<file path="config.mk">
export PLATFORM = sky130hd
export DESIGN_NAME = regfile_write_arbiter_flat
export DESIGN_NICKNAME = d
export VERILOG_FILES = /design/src/rtl/regfile_write_arbiter_if.sv /design/src/rtl/regfile_write_arbiter.sv /design/src/flat_wrapper.sv
export SDC_FILE = /design/constraint.sdc
export NUM_CORES = 1
export LEC_CHECK = 0
export ABC_AREA = 1
export CORE_MARGIN = 2
export CORE_UTILIZATION = 45
export DETAILED_ROUTE_END_ITERATION = 6
export PLACE_DENSITY = 0.86
export SLEW_MARGIN = 20
export SYNTH_ARGS = -nofsm -noshare
export SYNTH_HDL_FRONTEND = slang
export SYNTH_SLANG_ARGS = --single-unit
</file>
<file path="constraint.sdc">
create_clock -name clock -period 3.9 [get_ports clock]
set_input_delay 0.585 -clock clock [delete_from_list [all_inputs] [get_ports clock]]
set_output_delay 0.585 -clock clock [all_outputs]
set_load 0.01 [all_outputs]
</file>
<file path="src/rtl/regfile_write_arbiter_if.sv">
// Bundles the writeback, I/O and exception request signals with the regfile write port.
// master = pipeline/requesters side, slave = arbiter side.
interface regfile_write_arbiter_if;
  logic        wb_we;
  logic [4:0]  wb_reg;
  logic [31:0] wb_data;
  logic        io_valid;
  logic [4:0]  io_reg;
  logic [31:0] io_data;
  logic        io_ready;
  logic        exc_valid;
  logic [31:0] exc_code;
  logic        stall_wb;
  logic        exc_overrun;
  logic        ctrl_writeEnable;
  logic [4:0]  ctrl_writeReg;
  logic [31:0] data_writeReg;

  modport master (
    output wb_we, wb_reg, wb_data,
    output io_valid, io_reg, io_data,
    input  io_ready,
    output exc_valid, exc_code,
    input  stall_wb, exc_overrun,
    input  ctrl_writeEnable, ctrl_writeReg, data_writeReg
  );

  modport slave (
    input  wb_we, wb_reg, wb_data,
    input  io_valid, io_reg, io_data,
    output io_ready,
    input  exc_valid, exc_code,
    output stall_wb, exc_overrun,
    output ctrl_writeEnable, ctrl_writeReg, data_writeReg
  );
endinterface

</file>
<file path="src/rtl/regfile_write_arbiter.sv">
// Arbitrates the regfile write port: WB > pending exception (r30) > I/O, one registered write per cycle.
// Starvation FSM raises stall_wb after STARVE_LIMIT refusals; REGFILE_ARB_STATS_EN adds grant/stall counters.
module regfile_write_arbiter #(
  parameter int STARVE_LIMIT = 4
`ifdef REGFILE_ARB_STATS_EN
  , parameter int STAT_W = 16
`endif
) (
  input logic clock,
  input logic ctrl_reset,
  regfile_write_arbiter_if.slave bus
`ifdef REGFILE_ARB_STATS_EN
  , input  logic              stat_clear
  , output logic [STAT_W-1:0] stat_io_grants
  , output logic [STAT_W-1:0] stat_stall_cycles
`endif
);

  typedef enum logic [1:0] {IDLE, WAIT, STALL} state_t;

  localparam logic [3:0] LIMIT = 4'(STARVE_LIMIT);
  localparam logic [4:0] RSTATUS = 5'd30;

  state_t      state, state_nxt;
  logic [3:0]  wait_cnt, cnt_nxt;
  logic        exc_pend, exc_pend_nxt;
  logic [31:0] exc_buf;
  logic        exc_gnt, io_xfer, any_gnt, wr_en;
  logic [4:0]  sel_reg;
  logic [31:0] sel_data;

  // io_ready is forced low during reset so every output reads 0 while held
  assign bus.io_ready = ~ctrl_reset & bus.io_valid & ~bus.wb_we & ~exc_pend;
  assign io_xfer      = bus.io_ready;
  assign exc_gnt      = ~bus.wb_we & exc_pend;
  assign exc_pend_nxt = bus.exc_valid | (exc_pend & ~exc_gnt);

  always_comb begin
    sel_reg  = bus.wb_reg;
    sel_data = bus.wb_data;
    any_gnt  = 1'b0;
    if (bus.wb_we) begin
      any_gnt = 1'b1;
    end else if (exc_pend) begin
      sel_reg  = RSTATUS;
      sel_data = exc_buf;
      any_gnt  = 1'b1;
    end else if (io_xfer) begin
      sel_reg  = bus.io_reg;
      sel_data = bus.io_data;
      any_gnt  = 1'b1;
    end
    // writes to r0 still consume the grant but never reach the regfile
    wr_en = any_gnt & (sel_reg != 5'd0);
  end

  always_comb begin
    state_nxt = state;
    cnt_nxt   = wait_cnt;
    case (state)
      IDLE: begin
        if (bus.io_valid & ~bus.io_ready) begin
          cnt_nxt   = 4'd1;
          state_nxt = (LIMIT == 4'd1) ? STALL : WAIT;
        end
      end
      WAIT: begin
        if (io_xfer | ~bus.io_valid) begin
          state_nxt = IDLE;
          cnt_nxt   = 4'd0;
        end else begin
          cnt_nxt = wait_cnt + 4'd1;
          if (cnt_nxt == LIMIT) state_nxt = STALL;
        end
      end
      STALL: begin
        // an abandoned request also releases the pipeline so it cannot deadlock
        if (io_xfer | ~bus.io_valid) begin
          state_nxt = IDLE;
          cnt_nxt   = 4'd0;
        end
      end
      default: begin
        state_nxt = IDLE;
        cnt_nxt   = 4'd0;
      end
    endcase
  end

  always_ff @(posedge clock or posedge ctrl_reset) begin
    if (ctrl_reset) begin
      state    <= IDLE;
      wait_cnt <= 4'd0;
    end else begin
      state    <= state_nxt;
      wait_cnt <= cnt_nxt;
    end
  end

  always_ff @(posedge clock or posedge ctrl_reset) begin
    if (ctrl_reset) begin
      exc_pend        <= 1'b0;
      exc_buf         <= 32'd0;
      bus.exc_overrun <= 1'b0;
    end else if (bus.exc_valid) begin
      exc_pend <= 1'b1;
      exc_buf  <= bus.exc_code;
      if (exc_pend & ~exc_gnt) bus.exc_overrun <= 1'b1;
    end else if (exc_gnt) begin
      exc_pend <= 1'b0;
    end
  end

  always_ff @(posedge clock or posedge ctrl_reset) begin
    if (ctrl_reset) begin
      bus.stall_wb         <= 1'b0;
      bus.ctrl_writeEnable <= 1'b0;
      bus.ctrl_writeReg    <= 5'd0;
      bus.data_writeReg    <= 32'd0;
    end else begin
      bus.stall_wb         <= (state_nxt == STALL) | (exc_pend_nxt & bus.wb_we);
      bus.ctrl_writeEnable <= wr_en;
      if (wr_en) begin
        bus.ctrl_writeReg <= sel_reg;
        bus.data_writeReg <= sel_data;
      end
    end
  end

`ifdef REGFILE_ARB_STATS_EN
  always_ff @(posedge clock or posedge ctrl_reset) begin
    if (ctrl_reset) begin
      stat_io_grants    <= '0;
      stat_stall_cycles <= '0;
    end else if (stat_clear) begin
      stat_io_grants    <= '0;
      stat_stall_cycles <= '0;
    end else begin
      if (io_xfer & ~&stat_io_grants) stat_io_grants <= stat_io_grants + 1'b1;
      if (bus.stall_wb & ~&stat_stall_cycles) stat_stall_cycles <= stat_stall_cycles + 1'b1;
    end
  end
`endif

endmodule

</file>
<file path="src/flat_wrapper.sv">
// flat-port wrapper written by rule: the top's interface ports become plain ports
module regfile_write_arbiter_flat 
#(
  parameter int STARVE_LIMIT = 4

)
  (clock, ctrl_reset, bus_wb_we, bus_wb_reg, bus_wb_data, bus_io_valid, bus_io_reg, bus_io_data, bus_io_ready, bus_exc_valid, bus_exc_code, bus_stall_wb, bus_exc_overrun, bus_ctrl_writeEnable, bus_ctrl_writeReg, bus_data_writeReg);
  regfile_write_arbiter_if bus_i ();
  input logic clock;
  input logic ctrl_reset;
  input wire logic [$bits(bus_i.wb_we)-1:0] bus_wb_we;
  input wire logic [$bits(bus_i.wb_reg)-1:0] bus_wb_reg;
  input wire logic [$bits(bus_i.wb_data)-1:0] bus_wb_data;
  input wire logic [$bits(bus_i.io_valid)-1:0] bus_io_valid;
  input wire logic [$bits(bus_i.io_reg)-1:0] bus_io_reg;
  input wire logic [$bits(bus_i.io_data)-1:0] bus_io_data;
  output wire logic [$bits(bus_i.io_ready)-1:0] bus_io_ready;
  input wire logic [$bits(bus_i.exc_valid)-1:0] bus_exc_valid;
  input wire logic [$bits(bus_i.exc_code)-1:0] bus_exc_code;
  output wire logic [$bits(bus_i.stall_wb)-1:0] bus_stall_wb;
  output wire logic [$bits(bus_i.exc_overrun)-1:0] bus_exc_overrun;
  output wire logic [$bits(bus_i.ctrl_writeEnable)-1:0] bus_ctrl_writeEnable;
  output wire logic [$bits(bus_i.ctrl_writeReg)-1:0] bus_ctrl_writeReg;
  output wire logic [$bits(bus_i.data_writeReg)-1:0] bus_data_writeReg;
  assign bus_i.wb_we = bus_wb_we;
  assign bus_i.wb_reg = bus_wb_reg;
  assign bus_i.wb_data = bus_wb_data;
  assign bus_i.io_valid = bus_io_valid;
  assign bus_i.io_reg = bus_io_reg;
  assign bus_i.io_data = bus_io_data;
  assign bus_io_ready = bus_i.io_ready;
  assign bus_i.exc_valid = bus_exc_valid;
  assign bus_i.exc_code = bus_exc_code;
  assign bus_stall_wb = bus_i.stall_wb;
  assign bus_exc_overrun = bus_i.exc_overrun;
  assign bus_ctrl_writeEnable = bus_i.ctrl_writeEnable;
  assign bus_ctrl_writeReg = bus_i.ctrl_writeReg;
  assign bus_data_writeReg = bus_i.data_writeReg;
  regfile_write_arbiter #(.STARVE_LIMIT(STARVE_LIMIT)) u_core (.clock(clock), .ctrl_reset(ctrl_reset), .bus(bus_i));
endmodule
</file>
==> flow_summary_export.csv <==
group,metric,value,unit
outcome,status,"completed",
logic_synthesis,synthXorXnorAreaFrac,0.424,%
power,vdd_ir_drop_max,0.185,mV
clock_tree,path_clk_slew,0.08,ns
critical_path,path_delay_family,"buffers and inverters",
timing,hold_ws,0.474,ns
drt,ant_nets,0,
clock_tree,clockRootBuffer,"clkbuf_8",
critical_path,path_class,"input pin to output port",
critical_path,path_buf_inv,3,
clock_tree,cts.sinks,79,
critical_path,crit_path_start_kind,"input pin",
clock_tree,cts_setup_buffers,0,
clock_tree,cts_tree,"yes",
placement,port_buffers,151,
timing,period_share,76.8,%
timing,timing_worst_slew_pin_value,0.917,ns
timing,fin_crit,2.99,ns
timing,final.setup.worst_slack,0.906,ns
timing,rsz0062_at_grt,"no",
clock_tree,cts_hold_buf,0,
clock_tree,cts_max_level,3,
timing,setup_viol,0,
global_route,grt_max_degree,44,
placement,dpl.hpwl,8920,µm
global_route,antenna_found_initial,0,
die,coreArea,0.00881,mm²
global_route,grt_usage,23.7,%
timing,hold_viol_final,0,
cells_and_area,diodes,0,
cells_and_area,layout-drive-gt1-share,5.77,%
power,p_leak,3.09,nW
logic_synthesis,seq_area_frac_synth,47.9,%
critical_path,path_max_fanout,34,
critical_path,critPathCaptureType,"output port",
timing,finalMaxSlewViolations,0,
logic_synthesis,synth_compound_area_share,5.64,%
drt,drtIter0Drc,237,
critical_path,slowest_stage,"clkdlybuf4s50_1",
cells_and_area,areaGrowthSynthToFinish,43.0,%
logic_synthesis,synth.distinct_cells,31,
logic_synthesis,yosys.area_share.simple,36.3,%
clock_tree,cts_buffers,9,
placement,place_inst,820,
global_route,grt_pass1_wl,18700,µm
logic_synthesis,syn_nets,698,
die,dieHeight,99.8,µm
power,powerDensity,360,mW/mm²
logic_synthesis,synth_top_family_by_area,"simple AND/OR/NAND/NOR gates",
cells_and_area,fin_cells,836,
clock_tree,clock_path_buffers,2,
logic_synthesis,syn_area,0.00413,mm²
critical_path,arrival,2.41,ns
min_path,hp-class,"register to register",
global_route,grt_pass1_vias,3954,
logic_synthesis,synthMuxAreaShare,0,%
global_route,grt-ovfl-total,0,
logic_synthesis,yosysWarnings,0,
critical_path,cp.required,3.31,ns
timing,fin_worst_skew,0.0104,ns
clock_tree,worstSkewPairLatency,0.34,ns
placement,dpl_cell_area,0.00567,mm²
logic_synthesis,synth_fa_ha_area_share,0.606,%
placement,gp_congestion,0.974,
drt,drtPass1Iterations,6,
cells_and_area,nets,836,
placement,dp_slack,0.816,ns
critical_path,cpMostUsedCell,"clkdlybuf4s50_1",
drt,routed_via_density,4.94,
logic_synthesis,ys_ff_latch,79,
die,rows,34,
clock_tree,ctsResizeCount,0,
timing,tns,0,ns
timing,worst_slew_margin_rel,38.8,%
critical_path,cpPeakStageDelay,0.56,ns
die,ioPinCount,152,
logic_synthesis,syn_area_per_cell,7.05,µm²
die,die_area,0.00995,mm²
drt,drt_wl_total,11800,µm
drt,dr_total_vias,4131,
drt,post_drt_wl_per_cell,14.1,µm
logic_synthesis,synth_cells,585,
die,die_w,99.8,µm
timing,max_freq,334,MHz
cells_and_area,n_fill_cell,738,
die,start_util,46.9,%
run,cap_violations,0,
cells_and_area,finalInstanceArea,0.00590,mm²
critical_path,critical_path.cell_chain,"clkdlybuf4s50_1, nor2_4, nand3_4, inv_4, clkdlybuf4s50_1",
drt,drc,0,
==> path summary, 6_finish.rpt <==
kind / start / endpoint / slack (ns) / depth (start not counted)
max: bus_wb_we / bus_io_ready / 0.91 / 5
min: u_core.exc_buf[9] / u_core.exc_buf[9] / 0.47 / 2
min in group asynchronous: ctrl_reset / u_core.bus.data_writeReg[1] / 0.75 / 3
max reg2reg: u_core.exc_pend / u_core.bus.data_writeReg[24] / 1.28 / 10
max in group asynchronous: ctrl_reset / u_core.exc_buf[0] / 2.75 / 3
min reg2reg: u_core.exc_buf[9] / u_core.exc_buf[9] / 0.47 / 2
==> flip-flops by register name, summed over array words and instances (netlist names) <==
register	cells
u_core.bus.ctrl_writeEnable	1
u_core.exc_pend	1
u_core.bus.ctrl_writeReg	5
u_core.bus.data_writeReg	32
u_core.bus.stall_wb	1
u_core.wait_cnt	4
u_core.exc_buf	32
u_core.bus.exc_overrun	1
u_core.state	2
==> cell type report <==
cell class	instances	area, µm²	share of cell area (%)
flip-flops and latches	79	1980	33.5
multi-input cells	417	1770	30.1
repair buffers	158	1560	26.5
inverters	58	221	3.75
clock buffers	14	193	3.27
well taps	108	135	2.29
clock inverters	2	35.0	0.594
==> synthesized netlist by cell type <==
cell,n,share of area [%]
inv_4,1,0.15
o21bai_4,1,0.45
buf_1,2,0.18
a31o_2,1,0.21
clkinv_1,1,0.091
clkbuf_1,22,2.0
xor2_1,1,0.21
nand4_1,2,0.30
nand3b_1,1,0.18
o21ai_1,1,0.12
inv_2,2,0.18
nor2_2,1,0.15
ha_1,2,0.61
buf_12,1,0.49
nand2_1,313,28
xnor2_1,1,0.21
nor2_1,3,0.27
nor2_4,1,0.27
nand3_1,38,4.6
buf_4,1,0.18
a21oi_1,1,0.12
buf_2,3,0.36
dfrtp_1,79,48
o21ai_0,35,4.2
inv_1,54,4.9
nand3_4,1,0.42
a22oi_1,1,0.18
o22ai_1,2,0.30
nand2_2,10,1.5
buf_6,2,0.55
nor3_1,1,0.12
==> power breakdown <==
part	switching (mW)	internal, mW	total (mW)
clock	0.274	0.383	0.657
sequential	0.0562	0.904	0.960
combinational	0.240	0.267	0.507
total	0.571	1.55	2.12
==> placed cells by master, fill, tap and decap left out, drive strengths merged, types with 2 or more instances in the layout <==
cell type      count
clkbuf            14
o22ai              2
buf                7
nor2               5
nand3             39
nand4              2
nand2            323
ha                 2
inv               56
dfrtp             79
clkdlybuf4s50    151
o21ai             36
clkinv             3
==> logic make-up (layout without fill, tap and decap cells) <==
logic type,Yosys count,after routing
AO/OA/AOI/OAI,42,42
buffers and inverters,89,232
adder cells (fa/ha/maj),2,2
AND/OR/NAND/NOR,371,371
XOR/XNOR,2,2
flip-flops,79,79
==> stage by stage <==
stage	total power [mW]	utilization, %
after floorplan	1.20	-
after global placement	1.47	64.4
after detailed placement	1.48	64.4
after CTS	2.14	67.0
after global routing	2.23	67.0
final	2.12	67.0
==> worst min-delay path, delay by kind of cell, from the launching register on <==
kind / cells / cell delay [ns]
flops: 1 / 0.35
simple gates: 2 / 0.09
==> metal layers <==
layer	vias up	GRT usage [%]	part of all wire (%)
met5	-	0	0
met4	0	10.0	2.7
met3	22	3.37	6.4
met2	176	38.9	49
met1	1885	31.6	42
li1	2048	-	-
(Power assumes the default switching activity.)
